File: src/rtl/obi_mem_dumper.sv
// OBI read initiator that fetches num_words consecutive words from base_addr and
// streams them out in order through a small response FIFO.
module obi_mem_dumper #(
    parameter int FIFO_DEPTH = 4
) (
    input  logic        CLK,
    input  logic        RSTn,
    input  logic        start,
    input  logic [31:0] base_addr,
    input  logic [10:0] num_words,
    output logic        busy,
    output logic        done,
    output logic        err_unexp,
    output logic        obi_req,
    input  logic        obi_gnt,
    output logic [31:0] obi_addr,
    output logic        obi_we,
    output logic [3:0]  obi_be,
    output logic [31:0] obi_wdata,
    input  logic        obi_rvalid,
    input  logic [31:0] obi_rdata,
    output logic        dout_valid,
    input  logic        dout_ready,
    output logic [31:0] dout_data,
    output logic [9:0]  dout_index,
    output logic        dout_last
);
    localparam int AW = $clog2(FIFO_DEPTH);
    localparam int OW = AW + 1;
    localparam logic [OW:0]   DEPTH_W = (OW+1)'(FIFO_DEPTH);
    localparam logic [OW-1:0] DEPTH_C = OW'(FIFO_DEPTH);

    typedef enum logic [1:0] {IDLE, REQ, DRAIN, DONE} state_t;
    state_t state, state_nxt;

    logic [10:0]   num_q;
    logic [10:0]   issued;
    logic [10:0]   popped;
    logic [OW-1:0] outstanding;
    logic [OW-1:0] fifo_count;
    logic [AW-1:0] wr_ptr;
    logic [AW-1:0] rd_ptr;
    logic [31:0]   mem [FIFO_DEPTH];
    logic [OW:0]   credit_used;

    logic start_acc;
    logic gnt_fire;
    logic last_grant;
    logic rsp_ok;
    logic rsp_unexp;
    logic fifo_push;
    logic fifo_pop;
    logic fifo_full;

    assign start_acc   = start && (state == IDLE);
    // Outstanding requests plus buffered words never exceed the FIFO, so every
    // response already owns a slot when it arrives.
    assign credit_used = {1'b0, outstanding} + {1'b0, fifo_count};
    assign obi_req     = (state == REQ) && (issued < num_q) && (credit_used < DEPTH_W);
    assign gnt_fire    = obi_req && obi_gnt;
    assign last_grant  = gnt_fire && (issued == num_q - 11'd1);

    assign rsp_ok      = obi_rvalid && (outstanding != '0);
    assign rsp_unexp   = obi_rvalid && (outstanding == '0);
    assign fifo_push   = rsp_ok;
    assign fifo_full   = (fifo_count == DEPTH_C);

    assign dout_valid  = (fifo_count != '0);
    assign fifo_pop    = dout_valid && dout_ready;
    assign dout_data   = dout_valid ? mem[rd_ptr] : '0;
    assign dout_index  = popped[9:0];
    assign dout_last   = dout_valid && (popped == num_q - 11'd1);

    assign obi_we      = 1'b0;
    assign obi_be      = 4'hF;
    assign obi_wdata   = '0;

    always_ff @(posedge CLK) begin
        if (!RSTn) begin
            state <= IDLE;
        end else begin
            state <= state_nxt;
        end
    end

    always_comb begin
        state_nxt = state;
        busy      = 1'b1;
        done      = 1'b0;
        case (state)
            IDLE: begin
                busy = 1'b0;
                if (start) begin
                    state_nxt = (num_words != '0) ? REQ : DONE;
                end
            end
            REQ: begin
                if (last_grant) begin
                    state_nxt = DRAIN;
                end
            end
            DRAIN: begin
                if (fifo_pop && dout_last) begin
                    state_nxt = DONE;
                end
            end
            DONE: begin
                done      = 1'b1;
                state_nxt = IDLE;
            end
            default: begin
                state_nxt = IDLE;
            end
        endcase
    end

    always_ff @(posedge CLK) begin
        if (!RSTn) begin
            num_q       <= '0;
            issued      <= '0;
            popped      <= '0;
            obi_addr    <= '0;
            outstanding <= '0;
            fifo_count  <= '0;
            wr_ptr      <= '0;
            rd_ptr      <= '0;
            err_unexp   <= 1'b0;
        end else begin
            if (start_acc && (num_words != '0)) begin
                num_q    <= num_words;
                issued   <= '0;
                popped   <= '0;
                obi_addr <= base_addr & 32'hFFFF_FFFC;
            end else begin
                if (gnt_fire) begin
                    obi_addr <= obi_addr + 32'd4;
                    issued   <= issued + 11'd1;
                end
                if (fifo_pop) begin
                    popped <= popped + 11'd1;
                end
            end

            outstanding <= outstanding + OW'(gnt_fire) - OW'(rsp_ok);
            fifo_count  <= fifo_count + OW'(fifo_push) - OW'(fifo_pop);
            if (fifo_push) begin
                wr_ptr <= wr_ptr + AW'(1);
            end
            if (fifo_pop) begin
                rd_ptr <= rd_ptr + AW'(1);
            end

            // A stray response in the same cycle as a start still gets flagged.
            if (start_acc) begin
                err_unexp <= 1'b0;
            end
            if (rsp_unexp) begin
                err_unexp <= 1'b1;
            end
        end
    end

    always_ff @(posedge CLK) begin
        if (fifo_push) begin
            mem[wr_ptr] <= obi_rdata;
        end
    end

    a_no_push_on_full: assert property (@(posedge CLK) disable iff (!RSTn)
        !(fifo_push && fifo_full));

endmodule

File: config.mk
export PLATFORM = sky130hd
export DESIGN_NAME = obi_mem_dumper
export DESIGN_NICKNAME = d
export VERILOG_FILES = /design/src/rtl/obi_mem_dumper.sv
export SDC_FILE = /design/constraint.sdc
export NUM_CORES = 1
export LEC_CHECK = 0
export CAP_MARGIN = 20
export CORE_MARGIN = 2
export CORE_UTILIZATION = 52
export CTS_CLUSTER_DIAMETER = 100
export DETAILED_ROUTE_END_ITERATION = 6
export HOLD_SLACK_MARGIN = 0.08
export PLACE_DENSITY = 0.9
export SYNTH_ARGS = -nofsm -noshare
export SYNTH_HDL_FRONTEND = slang
export SYNTH_SLANG_ARGS = --single-unit
File: constraint.sdc
create_clock -name CLK -period 3.5 [get_ports CLK]
set_input_delay 0.525 -clock CLK [delete_from_list [all_inputs] [get_ports CLK]]
set_output_delay 0.525 -clock CLK [all_outputs]
set_load 0.05 [all_outputs]
# ---- After elaboration in Yosys (flattened, before gate mapping)
# Memories as Yosys holds them, arrays and structs flattened. A register that Yosys moved wholly into a read port is not among the register bits.
# Cells that the tools add are included.
dict set report totals {
  out_inout_bits 117
  register_bits 78
  word_cells 70
  mem_bits_rw 128
  memories 1
  input_bits 81
}
# name depth width rd rd_clocked_by_memory_dff write_ports line
set mem_list {}
lappend mem_list {mem 4 32 1 1 1 43} ;# logic [31:0] mem [FIFO_DEPTH];
dict set report classes {
  n_lt_le_gt_ge 2
  reduce_logical 20
  n_mux 16
  bitwise 1
  eq_ne 8
  addsub 11
}
# op n
set ops {}
lappend ops {{32-bit 2-to-1 mux} 3}
lappend ops {{32-bit by 3-bit adder with 32-bit output, second input constant} 1}
lappend ops {{11-bit by 1-bit adder with 11-bit output, second input constant} 2}
lappend ops {{11-bit == test} 2}
lappend ops {{2-bit 2-to-1 mux} 6}
lappend ops {{1-bit logical AND} 11}
lappend ops {{11-bit < comparator} 1}
lappend ops {{11-bit nonzero test} 1}
lappend ops {{11-bit by 1-bit subtractor with 11-bit output, second input constant} 1}
lappend ops {{2-bit case mux with 4 select lines} 1}
lappend ops {{3-bit by 1-bit adder with 3-bit output} 2}
lappend ops {{1-bit 2-to-1 mux} 6}
lappend ops {{2-bit inequality test, second input constant} 3}
lappend ops {{3-bit nonzero test} 2}
lappend ops {{3-bit by 1-bit subtractor with 3-bit output} 2}
lappend ops {{2-bit by 1-bit adder with 2-bit output, second input constant} 2}
lappend ops {{3-bit by 3-bit adder with 4-bit output} 1}
lappend ops {{2-bit == test, second input constant} 2}
lappend ops {{4-bit by 3-bit < comparator with 1-bit output, second input constant} 1}
lappend ops {{2-bit nonzero test} 2}
lappend ops {{3-bit zero test} 1}
lappend ops {{3-bit AND reduction} 1}
lappend ops {{2-bit by 1-bit == test with 1-bit output, second input constant} 1}
lappend ops {{2-bit zero test} 1}
lappend ops {{other kinds (2)} 2}

# ---- Longest topological paths before layout
dict set report logic_depth {
  ltp_word 7
  mapped_depth 14
  ltp_nobuf 13
}

# ---- Worst setup path after synthesis
# OpenSTA, ideal clock, no wires.
dict set report synth_path {
  path_type {reg2out}
  from {reg num_q[0]}
  to {out dout_last}
  path_stages_with_launch 10
  n_path_buf 2
  arrival_ns 2.929
  required_time_ns 2.975
  slack_ns 0.046
  cell_sequence {dfxtp_1 > clkbuf_1 > inv_1 > ha_1 > buf_2 > or4b_4 > and4b_2 > xnor2_1 > o21bai_4 > nor3_1}
}
dict set report synth_via {
  elab_chain_len 3
}
# item line
set synth_lines {}
lappend synth_lines {{start, declared} 36} ;# logic [10:0] num_q;
lappend synth_lines {{start signal, assigned} 130} ;# num_q <= num_words;
lappend synth_lines {{11-bit by 1-bit subtractor with 11-bit output} 72} ;# assign dout_last = dout_valid && (popped == num_q - 11'd1);
lappend synth_lines {{11-bit == test} 72}
lappend synth_lines {{1-bit logical AND} 72}
lappend synth_lines {{end, declared} 26} ;# output logic dout_last
# Every way passes these cells.

# ---- Final worst setup path
dict set report layout_path {
  from {reg issued[6]}
  to {out obi_req}
}
dict set report layout_via {
  elab_chain_len 3
}
# item line
set layout_lines {}
lappend layout_lines {{start, declared} 37} ;# logic [10:0] issued;
lappend layout_lines {{start signal, assigned} 137} ;# issued <= issued + 11'd1;
lappend layout_lines {{11-bit < comparator} 59} ;# assign obi_req = (state == REQ) && (issued < num_q) && (credit_used < DEPTH_W);
lappend layout_lines {{1-bit logical AND (2 in series)} 59}
lappend layout_lines {{end, declared} 14} ;# output logic obi_req,
# Every way passes these cells.

==> reports/metrics.csv <==
stage,metric,value,unit
outcome,outcome,"finished, final reports clean",
job,maxCapViolCount,0,
critical_path,worstPathArrival,2770,ps
finish,finalNonFillerCells,1203,
timing,rsz0062_at_grt,false,
min_path,min_path_type,flip-flop to flip-flop,
synthesis,synth_edf_count,128,
critical_path,r2r_end,outstanding[2],
synthesis,synth_common_cells,"edfxtp_1 (128), dfxtp_1 (78), nand2_1 (50)",
power_and_ir_drop,ir_drop,0.571,mV
detailed_routing,routedWlPerCell,17.1,um
synthesis,syn_area,9810,um2
finish,fin_area,12200,um2
place,placed_cells,1163,
timing,tns,0,ps
timing,max_freq,304,MHz
synthesis,synth.avg_cell_area,12.2,um2
synthesis,synth_cells,801,
global_routing,grt_pass1_wl,33400,um
critical_path,crit_type,flip-flop to output port,
timing,maxSlewViolCount,0,
min_path,hold_path_startpoint,err_unexp,
detailed_routing,drtAntennaViolNets,0,
global_routing,grt_usage,0.204,
critical_path,r2r_cells,12,
finish,fillers,1347,
floorplanning,core,18600,um2
critical_path,reg2reg_from,issued[6],
clock_network,cts_tree,built,
power_and_ir_drop,powerDensity,776,nW/um2
synthesis,synth_ff_type,edfxtp_1,
timing,clock_skew,18.8,ps
clock_network,clkLatencyLatePin,500,ps
floorplanning,dieArea,20000,um2
min_path,holdPathEnd,err_unexp,
clock_network,clk_path_buf_depth,3,
critical_path,cp-end-kind,output port,
detailed_routing,dr.first_iter.drc_count,542,
synthesis,yosysTopAreaCell,edfxtp_1,
timing,hold_ws,527,ps
finish,syn2layout_area_growth,24.3,%
synthesis,synth_top_area_share,0.392,
floorplanning,ioPinCount,198,
place,dp_hpwl,14100,um
synthesis,yosysMostFrequentCell,edfxtp_1,
clock_network,cts_max_level,1,
floorplanning,num_rows,50,
global_routing,grt_pass1_vias,6659,
finish,fin_nets,1066,
min_path,hold_depth,2,
floorplanning,die_x,141,um
critical_path,cp-start-kind,flip-flop,
synthesis,yosysWarnings,0,
floorplanning,start_util,0.528,
critical_path,startpoint,issued[6],
synthesis,synth_cell_type_count,65,
place,preCtsSetupSlack,465,ps
detailed_routing,drt_wl_total,20600,um
detailed_routing,dr_total_vias,6583,
synthesis,ys_seq_area_frac,0.551,
detailed_routing,firstDrtPassIters,5,
timing,min_period,3290,ps
floorplanning,fp.dieH,141,um
finish,layout-drive-gt1-share,0.105,
critical_path,cp.required,2970,ps
power_and_ir_drop,p_leak,4.32,nW
timing,setup_violations,0,
synthesis,synth-seq-cells,206,
clock_network,numCtsBuffers,22,
clock_network,cts_root_buf,clkbuf_16,
global_routing,antenna_found_initial,0,
synthesis,synth_top_cells_by_area,"edfxtp_1 (39%), dfxtp_1 (16%), mux4_2 (7.3%)",
detailed_routing,vias_per_cell,5.47,
finish,antenna_cells,0,
detailed_routing,drc,0,
timing,worstMarginPinSlew,904,ps
global_routing,grt_max_degree,54,
global_routing,gr-total-overflow,0,
critical_path,path_max_fanout,7,
clock_network,clk_pin_slew,60,ps
timing,maxSlewHeadroom,0.394,
place,finalWeightedCongestion,0.877,
critical_path,rrSetupSlack,490,ps
timing,finalHoldViolCount,0,
timing,fin_ws,209,ps
clock_network,cts_sinks,206,
timing,period_share,0.940,
place,port_buffers,156,
place,place_area,11500,um2
synthesis,async_flop_share,0,
-- where the power goes --
part | internal [W] | switching [W] | total [W]
registers | 0.00295 | 0.000241 | 0.00319
clock network | 0.00135 | 0.000893 | 0.00224
logic | 0.00153 | 0.00250 | 0.00403
total | 0.00583 | 0.00364 | 0.00946
-- sequential cells by signal, summed over array words and instances, names as in the netlist, named ones only --
| signal | count |
|---|---|
| err_unexp | 1 |
| fifo_count | 3 |
| issued | 11 |
| mem | 128 |
| num_q | 11 |
| obi_addr | 30 |
| outstanding | 3 |
| popped | 11 |
| rd_ptr | 2 |
| state | 2 |
| wr_ptr | 2 |
-- timing repair --
item | in CTS | in global routing
buffers inserted | 0 | 0
pin swaps | 0 | 0
endpoints found under the hold margin | 0 | 0
hold buffers | 0 | 0
setup endpoints to repair | 1 | 1
resized for setup | 1 | 2
cloned | 0 | 0
-- worst max-delay path by stage --
stage,end,cells past startpoint
floorplan,dout_last,9
global placement,obi_req,6
detailed placement,obi_req,6
CTS,dout_last,9
global route,obi_req,6
finish,obi_req,6
-- through the flow --
stage,power [W],utilization
6_report,0.00946,0.656
5_1_grt,0.00993,0.656
4_1_cts,0.00953,0.656
3_5_place_dp,0.00727,0.618
3_3_place_gp,0.00718,0.618
2_1_floorplan,0.00609,-
-- per-layer routing --
layer / routed length (um) / vias to the layer above / global-route usage / share of wire
met5: 0 / - / 0 / 0
met4: 252 / 0 / 0.0405 / 0.012
met3: 1590 / 26 / 0.0513 / 0.077
met2: 10300 / 238 / 0.359 / 0.50
met1: 8470 / 3187 / 0.259 / 0.41
li1: - / 3132 / - / -
-- worst max-delay path, cell delays in order, from the launching register on --
cell	delay [ps]
dfxtp_1	480
ha_1	330
a211o_1	300
a21oi_1	140
a41oi_2	290
nor2_1	170
dlygate4sd2_1	550
-- layout by cell type (no fill, tap or decap), types with 3 or more instances in the layout --
| cell | n |
|---|---|
| clkdlybuf4s50_1 | 154 |
| edfxtp_1 | 128 |
| dfxtp_1 | 77 |
| nand2_1 | 50 |
| xor2_1 | 49 |
| nor2_1 | 47 |
| a21oi_1 | 41 |
| and2_1 | 39 |
| conb_1 | 39 |
| mux4_2 | 32 |
| ha_1 | 30 |
| nand4_1 | 28 |
| inv_1 | 27 |
| xnor2_1 | 25 |
| o21ai_0 | 23 |
| clkbuf_16 | 23 |
| buf_4 | 22 |
| nand3_1 | 17 |
| and3_1 | 14 |
| a211oi_1 | 9 |
| and4_1 | 6 |
| clkinv_1 | 6 |
| nor4_1 | 5 |
| nor3_1 | 5 |
| clkbuf_1 | 5 |
| or3_1 | 4 |
| nor2b_1 | 3 |
| o21ai_1 | 3 |
| clkinv_2 | 3 |
| buf_12 | 3 |
-- cell type report --
class	count	area [um2]	share of cell area
timing repair buffer	180	1780	0.146
clock inverter	12	108	0.00882
multi-input combinational	515	3910	0.321
sequential	206	5410	0.443
tap	234	293	0.0240
inverter	28	105	0.00862
clock buffer	28	594	0.0487
-- cell families after synthesis --
| group | synth area share |
|---|---|
| simple gates | 0.130 |
| flops | 0.551 |
| buf+inv | 0.0648 |
| compound gates | 0.0659 |
| xor+xnor | 0.0707 |
| mux | 0.0745 |
| fa+ha+maj | 0.0423 |
| other cells | 0.000766 |
(Power assumes the default switching activity.)
